File: config.mk
export PLATFORM = sky130hd
export DESIGN_NAME = frame_timing_sequencer
export DESIGN_NICKNAME = d
export VERILOG_FILES = /design/src/rtl/frame_gen_pkg.sv /design/src/rtl/pattern_sequencer.sv /design/src/rtl/frame_timing_sequencer.sv
export SDC_FILE = /design/constraint.sdc
export NUM_CORES = 1
export LEC_CHECK = 0
export ABC_CLOCK_PERIOD_IN_PS = 5000
export BUFFER_PORTS_ARGS = -buffer_cell sky130_fd_sc_hd__buf_2
export CORE_MARGIN = 2
export CORE_UTILIZATION = 55
export CTS_CLUSTER_SIZE = 8
export DETAILED_ROUTE_END_ITERATION = 8
export GPL_TIMING_DRIVEN = 0
export PLACE_DENSITY = 0.73
export SETUP_SLACK_MARGIN = 0.15
export SYNTH_ARGS = -nofsm -noshare
export SYNTH_HDL_FRONTEND = slang
export SYNTH_HIERARCHICAL = 1
export SYNTH_SLANG_ARGS = --single-unit
File: constraint.sdc
create_clock -name clk -period 5 [get_ports clk]
set_input_delay 1 -clock clk [delete_from_list [all_inputs] [get_ports clk]]
set_output_delay 1 -clock clk [all_outputs]
set_load 0.05 [all_outputs]
File: src/rtl/frame_gen_pkg.sv
// Shared types, pattern codes and helper functions for the frame pattern generator.
package frame_gen_pkg;

    // Raster timing states.
    typedef enum logic [2:0] {
        IDLE   = 3'd0,
        LEAD   = 3'd1,
        ACTIVE = 3'd2,
        HBLANK = 3'd3,
        VBLANK = 3'd4
    } state_t;

    // Implemented pattern codes; 3'b100 and 3'b101 are reserved.
    localparam logic [2:0] SEL_BLACK = 3'b000;
    localparam logic [2:0] SEL_WHITE = 3'b001;
    localparam logic [2:0] SEL_GRAD  = 3'b010;
    localparam logic [2:0] SEL_CHECK = 3'b011;
    localparam logic [2:0] SEL_CUBES = 3'b110;
    localparam logic [2:0] SEL_LOGO  = 3'b111;

    // Auto-cycle successor of a pattern code; anything unexpected restarts at black.
    function automatic logic [2:0] next_pattern(input logic [2:0] cur);
        logic [2:0] nxt;
        case (cur)
            SEL_BLACK: nxt = SEL_WHITE;
            SEL_WHITE: nxt = SEL_GRAD;
            SEL_GRAD:  nxt = SEL_CHECK;
            SEL_CHECK: nxt = SEL_CUBES;
            SEL_CUBES: nxt = SEL_LOGO;
            SEL_LOGO:  nxt = SEL_BLACK;
            default:   nxt = SEL_BLACK;
        endcase
        return nxt;
    endfunction

    // True for codes that map to an implemented pattern.
    function automatic logic sel_is_valid(input logic [2:0] code);
        logic ok;
        case (code)
            3'b100:  ok = 1'b0;
            3'b101:  ok = 1'b0;
            default: ok = 1'b1;
        endcase
        return ok;
    endfunction

endpackage

File: src/rtl/pattern_sequencer.sv
// Pattern select owner: pending host request slot, per-pattern frame counter and
// the active sel register, all updated only on the frame_start strobe.
module pattern_sequencer
    import frame_gen_pkg::*;
#(
    parameter int FRAMES_PER_PATTERN = 60
) (
    input  logic       clk,
    input  logic       rst,
    input  logic       i_frame_start,
    input  logic       i_auto_cycle,
    input  logic [2:0] i_sel_req,
    input  logic       i_sel_req_valid,
    output logic [2:0] o_sel,
    output logic       o_sel_err
);

    localparam int CW = $clog2(FRAMES_PER_PATTERN) + 1;
    localparam logic [CW-1:0] CNT_LAST = CW'(FRAMES_PER_PATTERN - 1);

    logic [2:0]    r_sel;
    logic [2:0]    r_pend;
    logic          r_pend_v;
    logic [CW-1:0] r_cnt;
    logic          r_started;
    logic          r_sel_err;

    logic [2:0]    w_sel_next;
    logic [2:0]    w_pend_next;
    logic          w_pend_v_next;
    logic [CW-1:0] w_cnt_next;
    logic          w_started_next;
    logic          w_sel_err_next;
    logic          w_req_ok;

    assign w_req_ok = sel_is_valid(i_sel_req);

    // Next-state for sel, counter and pending slot; a request arriving on the
    // frame_start cycle is kept for the following frame.
    always_comb begin
        w_sel_next     = r_sel;
        w_pend_next    = r_pend;
        w_pend_v_next  = r_pend_v;
        w_cnt_next     = r_cnt;
        w_started_next = r_started;
        w_sel_err_next = i_sel_req_valid && !w_req_ok;

        if (i_frame_start) begin
            // r_cnt is the index of the current frame within its pattern; the
            // very first frame after reset is index 0 without incrementing.
            w_started_next = 1'b1;
            if (r_pend_v) begin
                w_sel_next    = r_pend;
                w_pend_v_next = 1'b0;
                w_cnt_next    = {CW{1'b0}};
            end else if (i_auto_cycle && r_started && (r_cnt == CNT_LAST)) begin
                w_sel_next = next_pattern(r_sel);
                w_cnt_next = {CW{1'b0}};
            end else if (r_started && (r_cnt != CNT_LAST)) begin
                w_cnt_next = r_cnt + 1'b1;
            end else begin
                w_cnt_next = r_cnt;
            end
        end else begin
            w_sel_next = r_sel;
        end

        if (i_sel_req_valid && w_req_ok) begin
            w_pend_next   = i_sel_req;
            w_pend_v_next = 1'b1;
        end else begin
            w_pend_next = w_pend_next;
        end
    end

    // Pattern state registers.
    always_ff @(posedge clk or posedge rst) begin
        if (rst) begin
            r_sel     <= SEL_BLACK;
            r_pend    <= 3'b000;
            r_pend_v  <= 1'b0;
            r_cnt     <= {CW{1'b0}};
            r_started <= 1'b0;
            r_sel_err <= 1'b0;
        end else begin
            r_sel     <= w_sel_next;
            r_pend    <= w_pend_next;
            r_pend_v  <= w_pend_v_next;
            r_cnt     <= w_cnt_next;
            r_started <= w_started_next;
            r_sel_err <= w_sel_err_next;
        end
    end

    assign o_sel     = r_sel;
    assign o_sel_err = r_sel_err;

endmodule

File: src/rtl/frame_timing_sequencer.sv
// Raster timing master: FVAL/LVAL/DVAL with blanking, frame/line strobes,
// frame counter, and the pattern select via pattern_sequencer.
module frame_timing_sequencer
    import frame_gen_pkg::*;
#(
    parameter int DVAL_HIGH          = 640,
    parameter int ROW_COUNT          = 480,
    parameter int H_BLANK            = 32,
    parameter int V_BLANK_CYC        = 8000,
    parameter int FRAME_START_DLY    = 4,
    parameter int FRAMES_PER_PATTERN = 60
) (
    input  logic        clk,
    input  logic        rst,
    input  logic        i_enable,
    input  logic        i_auto_cycle,
    input  logic [2:0]  i_sel_req,
    input  logic        i_sel_req_valid,
    output logic        o_fval,
    output logic        o_lval,
    output logic        o_dval,
    output logic        o_fval_posedge,
    output logic        o_lval_negedge,
    output logic [2:0]  o_sel,
    output logic        o_sel_err,
    output logic [15:0] o_frame_count,
    output logic        o_busy
);

    // The horizontal counter times LEAD, ACTIVE and HBLANK, so size it for the longest.
    localparam int H_MAX_AB = (DVAL_HIGH > H_BLANK) ? DVAL_HIGH : H_BLANK;
    localparam int H_MAX    = (H_MAX_AB > FRAME_START_DLY) ? H_MAX_AB : FRAME_START_DLY;
    localparam int HW       = $clog2(H_MAX) + 1;
    localparam int LW       = $clog2(ROW_COUNT) + 1;
    localparam int VW       = $clog2(V_BLANK_CYC) + 1;

    localparam logic [HW-1:0] LEAD_LAST = HW'(FRAME_START_DLY - 1);
    localparam logic [HW-1:0] ACT_LAST  = HW'(DVAL_HIGH - 1);
    localparam logic [HW-1:0] HB_LAST   = HW'(H_BLANK - 1);
    localparam logic [LW-1:0] ROWS      = LW'(ROW_COUNT);
    localparam logic [VW-1:0] VB_LAST   = VW'(V_BLANK_CYC - 1);

    state_t        r_state;
    state_t        w_state_next;
    logic [HW-1:0] r_h_cnt;
    logic [HW-1:0] w_h_cnt_next;
    logic [LW-1:0] r_line_cnt;
    logic [LW-1:0] w_line_cnt_next;
    logic [VW-1:0] r_v_cnt;
    logic [VW-1:0] w_v_cnt_next;

    logic          r_fval;
    logic          r_lval;
    logic          r_dval;
    logic          r_fval_posedge;
    logic          r_lval_negedge;
    logic [15:0]   r_frame_count;
    logic          r_busy;

    logic          w_frame_start;
    logic          w_fval_next;
    logic          w_lval_next;
    logic          w_lneg_next;
    logic          w_fc_inc;

    // State register and raster counters.
    always_ff @(posedge clk or posedge rst) begin
        if (rst) begin
            r_state    <= IDLE;
            r_h_cnt    <= {HW{1'b0}};
            r_line_cnt <= {LW{1'b0}};
            r_v_cnt    <= {VW{1'b0}};
        end else begin
            r_state    <= w_state_next;
            r_h_cnt    <= w_h_cnt_next;
            r_line_cnt <= w_line_cnt_next;
            r_v_cnt    <= w_v_cnt_next;
        end
    end

    // Next-state and counter logic; enable is only looked at in IDLE and at the end of VBLANK.
    always_comb begin
        w_state_next    = r_state;
        w_h_cnt_next    = r_h_cnt;
        w_line_cnt_next = r_line_cnt;
        w_v_cnt_next    = r_v_cnt;
        case (r_state)
            IDLE: begin
                if (i_enable) begin
                    w_state_next    = LEAD;
                    w_h_cnt_next    = {HW{1'b0}};
                    w_line_cnt_next = {LW{1'b0}};
                end else begin
                    w_state_next = IDLE;
                end
            end
            LEAD: begin
                if (r_h_cnt == LEAD_LAST) begin
                    w_state_next = ACTIVE;
                    w_h_cnt_next = {HW{1'b0}};
                end else begin
                    w_h_cnt_next = r_h_cnt + 1'b1;
                end
            end
            ACTIVE: begin
                if (r_h_cnt == ACT_LAST) begin
                    w_state_next    = HBLANK;
                    w_h_cnt_next    = {HW{1'b0}};
                    w_line_cnt_next = r_line_cnt + 1'b1;
                end else begin
                    w_h_cnt_next = r_h_cnt + 1'b1;
                end
            end
            HBLANK: begin
                if (r_h_cnt == HB_LAST) begin
                    w_h_cnt_next = {HW{1'b0}};
                    if (r_line_cnt < ROWS) begin
                        w_state_next = ACTIVE;
                    end else begin
                        w_state_next = VBLANK;
                        w_v_cnt_next = {VW{1'b0}};
                    end
                end else begin
                    w_h_cnt_next = r_h_cnt + 1'b1;
                end
            end
            VBLANK: begin
                if (r_v_cnt == VB_LAST) begin
                    if (i_enable) begin
                        w_state_next    = LEAD;
                        w_h_cnt_next    = {HW{1'b0}};
                        w_line_cnt_next = {LW{1'b0}};
                    end else begin
                        w_state_next = IDLE;
                    end
                end else begin
                    w_v_cnt_next = r_v_cnt + 1'b1;
                end
            end
            default: begin
                w_state_next    = IDLE;
                w_h_cnt_next    = {HW{1'b0}};
                w_line_cnt_next = {LW{1'b0}};
                w_v_cnt_next    = {VW{1'b0}};
            end
        endcase
    end

    // Outputs are decoded from the next state so the registered copies line up with r_state.
    assign w_frame_start = (w_state_next == LEAD) && (r_state != LEAD);
    assign w_fval_next   = (w_state_next == LEAD) || (w_state_next == ACTIVE) ||
                           (w_state_next == HBLANK);
    assign w_lval_next   = (w_state_next == ACTIVE);
    assign w_lneg_next   = (w_state_next == HBLANK) && (r_state == ACTIVE);
    assign w_fc_inc      = (w_state_next == VBLANK) && (r_state != VBLANK);

    // Registered timing outputs and completed-frame counter.
    always_ff @(posedge clk or posedge rst) begin
        if (rst) begin
            r_fval         <= 1'b0;
            r_lval         <= 1'b0;
            r_dval         <= 1'b0;
            r_fval_posedge <= 1'b0;
            r_lval_negedge <= 1'b0;
            r_frame_count  <= 16'd0;
            r_busy         <= 1'b0;
        end else begin
            r_fval         <= w_fval_next;
            r_lval         <= w_lval_next;
            r_dval         <= w_lval_next;
            r_fval_posedge <= w_frame_start;
            r_lval_negedge <= w_lneg_next;
            r_busy         <= (w_state_next != IDLE);
            if (w_fc_inc) begin
                r_frame_count <= r_frame_count + 16'd1;
            end else begin
                r_frame_count <= r_frame_count;
            end
        end
    end

    pattern_sequencer #(
        .FRAMES_PER_PATTERN(FRAMES_PER_PATTERN)
    ) u_pattern_sequencer (
        .clk            (clk),
        .rst            (rst),
        .i_frame_start  (w_frame_start),
        .i_auto_cycle   (i_auto_cycle),
        .i_sel_req      (i_sel_req),
        .i_sel_req_valid(i_sel_req_valid),
        .o_sel          (o_sel),
        .o_sel_err      (o_sel_err)
    );

    assign o_fval         = r_fval;
    assign o_lval         = r_lval;
    assign o_dval         = r_dval;
    assign o_fval_posedge = r_fval_posedge;
    assign o_lval_negedge = r_lval_negedge;
    assign o_frame_count  = r_frame_count;
    assign o_busy         = r_busy;

endmodule

==> flow_metrics.tcl, run 1 <==
set metrics [dict create \
    drtPass1Iterations 4 \
    ant_nets 0 \
    worst_r2r_endpoint "u_pattern_sequencer/r_cnt[4]" \
    synth_edf_count 0 \
    register_area_mm2 0.001877 \
    syn_inst 397 \
    rows 30 \
    cts_num_sinks 75 \
    slew_headroom_pct 58.68 \
    dp_hpwl_um 5912 \
    cp.required_ns 5.24 \
    area_delta_synth_final_pct 12.45 \
    min_from "o_frame_count[15]" \
    grt_pass1_wl_um 14500 \
    synthFlopType "dfrtp_1" \
    nFillCells 605 \
    nNetsFinal 455 \
    ys_seq_elements 75 \
    die_w_um 88.96 \
    cts_tree "built" \
    worst-path-buf-inv 0 \
    drive_gt1_share_pct 18.61 \
    gp_congestion 0.8566 \
    cts_buffer_depth 2 \
    hold_depth 1 \
    tightest_slew_ns 0.6151 \
    hp-class "register to register" \
    final-setup-viol-count 0 \
    avgSynthCellArea_um2 10.00 \
    dp_cells 527 \
    vdd_drop_max_uv 337.2 \
    wire_per_inst_um 15.76 \
    finalCritPeriodShare_pct 56.68 \
    max_stage_delay_ns 0.53 \
    antenna_found_initial 0 \
    antennaDiodeCount 0 \
    drt-initial-drc-count 243 \
    cp_slowest_cell "a21oi_1" \
    hold_viol_final 0 \
    final_cells 542 \
    grt.overflow.total 0 \
    end_kind "register" \
    portBuffers 33 \
    yosys_warnings 6 \
    yosysMostFrequentCell "dfrtp_1" \
    min_to "o_frame_count[15]" \
    synth_seq_area_share_pct 47.27 \
    timing.final.max_slew_violations 0 \
    ctsResizeCount 0 \
    ys_types 61 \
    groute.usage.overall_pct 23.72 \
    leakage_nw 1.979 \
    power_density_mw_per_mm2 373.8 \
    cp.arrival_ns 3.08 \
    r2r.worst_path.cells 8 \
    async_reset_ff_share_pct 100.0 \
    initial_core_util_pct 57.48 \
    rsz0062_at_grt "false" \
    clockRootBuffer "clkbuf_8" \
    setup_ws_ns 2.166 \
    vias_per_cell 5.978 \
    wl_um 8543 \
    core-area_mm2 0.006907 \
    fin_skew_ns 0.01133 \
    status "finished, final reports clean" \
    crit_type "register to register" \
    die_area_mm2 0.007914 \
    ff2ff_setup_slack_ns 2.17 \
    synth_top_area_share_pct 47.27 \
    netlist_top_cells_area "dfrtp_1 (47%), a21oi_1 (3.9%), xnor2_1 (3.3%)" \
    drc 0 \
    total_power_mw 1.669 \
    grt_pass1_vias 3103 \
    clock_latency_ns 0.36 \
    path_delay_family "compound AO/OA/AOI/OAI gates" \
    htreeDepth 3 \
    maxCapViolCount 0 \
    die_h_um 88.96 \
    fin_crit_ns 2.834 \
    synth_common_cells "dfrtp_1 (75), nand2_1 (34), a21oi_1 (31), nand3_1 (23), o21ai_0 (19)" \
    start_kind "register" \
    io_pins 34 \
    multi_input_area_mm2 0.001969 \
    dr_total_vias 3240 \
    r2r-start "r_v_cnt[0]" \
    crit_fanout 8 \
    max_freq_mhz 352.9 \
    setup_tns_ns 0 \
    hold_buffers 0 \
    place_ws_ns 2.236 \
    cts_made_buffers 9 \
    syn-num-nets 410 \
    clk_pin_slew_worst_paths_ns 0.08 \
    cts_setup_buffers 0 \
    synth_area_mm2 0.003970 \
    path_cells "ha_1, nor4b_4, nand4_1, a21oi_1, o21ai_0, a31oi_4, o21ai_1, a22o_2" \
    yosysTopAreaCell "dfrtp_1" \
    grt_max_degree 37 \
]
cell type report:
type / instances / share of cell area, %
multi-input combinational: 297 / 44.11
sequential: 75 / 42.04
timing repair buffer: 34 / 4.148
clock buffer: 9 / 2.775
tap: 96 / 2.691
buffer: 17 / 2.102
clock inverter: 6 / 1.457
inverter: 8 / 0.6726
cell usage in the layout (no fill, tap or decap), types with 3 or more instances in the layout:
| cell | n |
|---|---|
| a21o_1 | 3 |
| a21oi_1 | 31 |
| a22o_1 | 6 |
| a31oi_1 | 10 |
| a41oi_1 | 5 |
| and2_1 | 5 |
| and3_1 | 6 |
| and4_1 | 9 |
| buf_2 | 39 |
| clkbuf_1 | 7 |
| clkbuf_8 | 9 |
| dfrtp_1 | 75 |
| ha_1 | 5 |
| inv_1 | 7 |
| mux2_2 | 3 |
| nand2_1 | 34 |
| nand2b_1 | 5 |
| nand3_1 | 23 |
| nand4_1 | 14 |
| nor2_1 | 17 |
| nor2b_1 | 5 |
| nor3_1 | 6 |
| o211ai_1 | 5 |
| o21a_1 | 3 |
| o21ai_0 | 19 |
| o31ai_1 | 8 |
| or2_2 | 4 |
| or3_1 | 7 |
| or4_1 | 11 |
| xnor2_1 | 15 |
sequential cells by signal (all words and copies together), names as in the netlist, 3 cells and up:
register / cells
u_pattern_sequencer/o_sel: 3
u_pattern_sequencer/r_pend: 3
r_line_cnt: 10
o_frame_count: 16
r_state: 3
u_pattern_sequencer/r_cnt: 7
r_h_cnt: 11
r_v_cnt: 14
metal layers:
metal  GRT usage [%]  vias to the layer above  wire length (µm)
met4           8.820                        0               131
met3           5.263                       11               309
li1                -                     1587                 -
met5               0                        -                 0
met2           38.13                       69              4128
met1           31.79                     1573              3974
power by group:
part,internal [mW],leakage (nW),switching [mW]
Clock,0.230,0.0959,0.234
Sequential,0.672,1.00,0.0687
Combinational,0.156,0.884,0.308
Total,1.06,1.98,0.611
through the flow:
step / hold slack [ns] / utilization (%) / cell area, µm²
5_1_grt: 0.5102 / 64.64 / 4464
2_1_floorplan: 0.4446 / - / 3970
3_3_place_gp: 0.4600 / 61.61 / 4255
6_report: 0.4784 / 64.64 / 4464
3_5_place_dp: 0.4584 / 61.90 / 4275
4_1_cts: 0.4828 / 64.64 / 4464
how the worst max path moves through the flow:
stage	cells past startpoint	slack, ns	start	end
final	8	2.17	r_v_cnt[0]	u_pattern_sequencer/r_cnt[4]
after global routing	8	1.97	r_v_cnt[0]	u_pattern_sequencer/r_cnt[4]
after CTS	8	2.18	r_v_cnt[0]	u_pattern_sequencer/r_cnt[4]
after detailed placement	8	2.24	r_v_cnt[0]	u_pattern_sequencer/r_cnt[4]
after global placement	2	1.75	rst	r_line_cnt[7]
after floorplan	1	2.54	rst	o_busy
kinds of logic after synthesis:
group	count (synthesis)	synth area share [%]
flip-flops	75	47.27
buffers and inverters	25	3.120
XOR/XNOR	17	3.751
AND/OR/NAND/NOR	165	24.68
AO/OA/AOI/OAI	106	18.50
adder cells (fa/ha/maj)	5	1.576
multiplexers	4	1.103
Power figures use the tool's default switching activity.
==> run 2, diff against run 1 <==
--- a/config.mk
+++ b/config.mk
@@ -5,14 +5,14 @@
 export SDC_FILE = /design/constraint.sdc
 export NUM_CORES = 1
 export LEC_CHECK = 0
-export ABC_CLOCK_PERIOD_IN_PS = 5000
+export ABC_CLOCK_PERIOD_IN_PS = 2300
 export BUFFER_PORTS_ARGS = -buffer_cell sky130_fd_sc_hd__buf_2
 export CORE_MARGIN = 2
-export CORE_UTILIZATION = 55
+export CORE_UTILIZATION = 54
 export CTS_CLUSTER_SIZE = 8
 export DETAILED_ROUTE_END_ITERATION = 8
 export GPL_TIMING_DRIVEN = 0
-export PLACE_DENSITY = 0.73
+export PLACE_DENSITY = 0.75
 export SETUP_SLACK_MARGIN = 0.15
 export SYNTH_ARGS = -nofsm -noshare
 export SYNTH_HDL_FRONTEND = slang
==> constraint.sdc (replaced) <==
create_clock -name clk -period 2.3 [get_ports clk]
set_input_delay 0.46 -clock clk [delete_from_list [all_inputs] [get_ports clk]]
set_output_delay 0.46 -clock clk [all_outputs]
set_load 0.05 [all_outputs]
==> run 2 against run 1 <==
Against the previous run:
- design area is 8.1% higher
- largest power group unchanged
- routed wire length grew 6.3%
- combinational power rose to 2.6 times the previous value
- cell count is 5.4% higher
- clock-buffer cell count grew 3
- utilization grew 2.6 points
- sequential share of layout area down 3.1 points
- critical path type unchanged
==> flow_metrics.tcl, run 2 (synthesized netlist as in run 1, its figures left out) <==
set metrics [dict create \
    portBuffers 33 \
    die_area_mm2 0.008054 \
    register_area_mm2 0.001881 \
    hp-class "primary input to asynchronous set/reset pin" \
    dp_hpwl_um 5944 \
    crit_fanout 7 \
    fin_skew_ns 0.007340 \
    most-common-layout-cells "dfrtp_1 (72), buf_2 (37), nand2_1 (34)" \
    clock_latency_ns 0.34 \
    dr_total_vias 3467 \
    switchingPower_mw 1.364 \
    grt_max_degree 42 \
    maxCapViolCount 0 \
    drt-initial-drc-count 251 \
    max_stage_delay_ns 0.53 \
    finalCritPeriodShare_pct 94.29 \
    nFillCells 570 \
    status "finished, final reports clean" \
    path_delay_family "simple AND/OR/NAND/NOR gates" \
    cts_num_sinks 75 \
    crit_start "r_v_cnt[7]" \
    cp.required_ns 2.57 \
    die_h_um 89.75 \
    die_w_um 89.75 \
    ant_nets 0 \
    cts_tree "built" \
    grt.overflow.total 0 \
    r2r-start "r_v_cnt[7]" \
    dpl_cell_area_mm2 0.004298 \
    cp_num_cells 5 \
    drive_gt1_share_pct 28.81 \
    cp_slowest_cell "or4_4" \
    area_delta_synth_final_pct 21.53 \
    core-area_mm2 0.007176 \
    worst_r2r_endpoint "r_line_cnt[9]" \
    final-setup-viol-count 0 \
    combinationalPowerShare_pct 32.0 \
    clockRootBuffer "clkbuf_8" \
    htreeDepth 3 \
    grt_pass1_vias 3479 \
    grt_pass1_wl_um 15560 \
    drtPass1Iterations 5 \
    initial_core_util_pct 55.33 \
    vias_per_cell 6.072 \
    switching_share_pct 36.38 \
    vdd_drop_max_uv 492.5 \
    max_freq_mhz 461.1 \
    groute.usage.overall_pct 22.95 \
    ff2ff_setup_slack_ns 0.13 \
    holdWs_ns 0.1067 \
    nNetsFinal 480 \
    end_kind "register" \
    cts_buffer_depth 2 \
    crit_type "register to register" \
    wire_per_inst_um 15.90 \
    clk_pin_slew_worst_paths_ns 0.08 \
    r2r.worst_path.cells 5 \
    cts_made_buffers 9 \
    gp_congestion 0.8505 \
    final_area_mm2 0.004825 \
    seqPwrFrac_pct 43.1 \
    antennaDiodeCount 0 \
    multi_input_area_mm2 0.002095 \
    fin_crit_ns 2.169 \
    endpoint "r_line_cnt[9]" \
    setup_tns_ns 0 \
    final_common_cell "dfrtp_1" \
    largest_reg_flops 16 \
    io_pins 34 \
    power_density_mw_per_mm2 777.0 \
    start_kind "register" \
    wl_um 9079 \
    leakage_nw 2.145 \
    intPower_mw 2.385 \
    slew_headroom_pct 60.29 \
    worst-path-buf-inv 0 \
    cp.arrival_ns 2.44 \
    timing.final.max_slew_violations 0 \
    rsz0062_at_grt "true" \
    tightest_slew_ns 0.5950 \
    rows 31 \
    path_cells "nor4b_4, a41oi_2, or3_4, or4_4, a21oi_2" \
    clock_power_share_pct 25.0 \
    hold_viol_final 0 \
    drc 0 \
    antenna_found_initial 0 \
]
## run 2: layout make-up
cell class | count | share of cell area, %
clock buffers | 12 | 3.216
multi-input cells | 297 | 43.41
plain buffers | 17 | 2.516
repair buffers | 59 | 8.169
inverters | 8 | 0.6224
clock inverters | 4 | 0.5187
well taps | 99 | 2.567
flip-flops and latches | 75 | 38.98
## run 2: power groups by stage
stage                     Sequential (mW)  Clock (mW)  Combinational [mW]
final                                1.61       0.935                1.20
after global routing                 1.64       0.996                1.31
after CTS                            1.61       0.955                1.12
after detailed placement             1.64           0                1.02
after global placement               1.63           0               0.984
after floorplan                      1.78           0               0.627
## run 2: worst min-delay path by stage
stage,startpoint,end,slack [ns],cells after the start
after detailed placement,o_frame_count[15],o_frame_count[15],0.48,1
after CTS,rst,r_v_cnt[9],0.12,2
after global placement,o_frame_count[15],o_frame_count[15],0.46,1
after global routing,rst,r_v_cnt[9],0.15,2
final,rst,r_v_cnt[9],0.11,2
after floorplan,rst,u_pattern_sequencer/o_sel[0],0.37,1
## run 2: routing by layer
layer,GRT usage (%),part of all wire [%],up-vias
met4,9.744,1.9,0
met5,0,0,-
li1,-,-,1641
met2,38.07,50,90
met3,3.437,3.7,23
met1,30.27,44,1713
## run 2: what timing repair did
action / CTS / global route
buffers inserted: 18 / 6
gates cloned: 0 / 1
setup endpoints to repair: 41 / 45
hold buffers: 0 / 0
pin swaps: 9 / 10
gates resized for setup: 15 / 29
hold endpoints to repair: 0 / 0
## run 2: stage by stage
stage / util, % / setup slack (ns) / power, mW / cells
3_5_place_dp: 59.90 / -0.2522 / 2.652 / 530
6_report: 67.24 / 0.1313 / 3.749 / 571
4_1_cts: 65.02 / 0.1518 / 3.676 / 564
3_3_place_gp: 59.62 / -0.3692 / 2.617 / 529
2_1_floorplan: - / 0.1571 / 2.408 / 397
5_1_grt: 67.24 / 0.02990 / 3.942 / 571
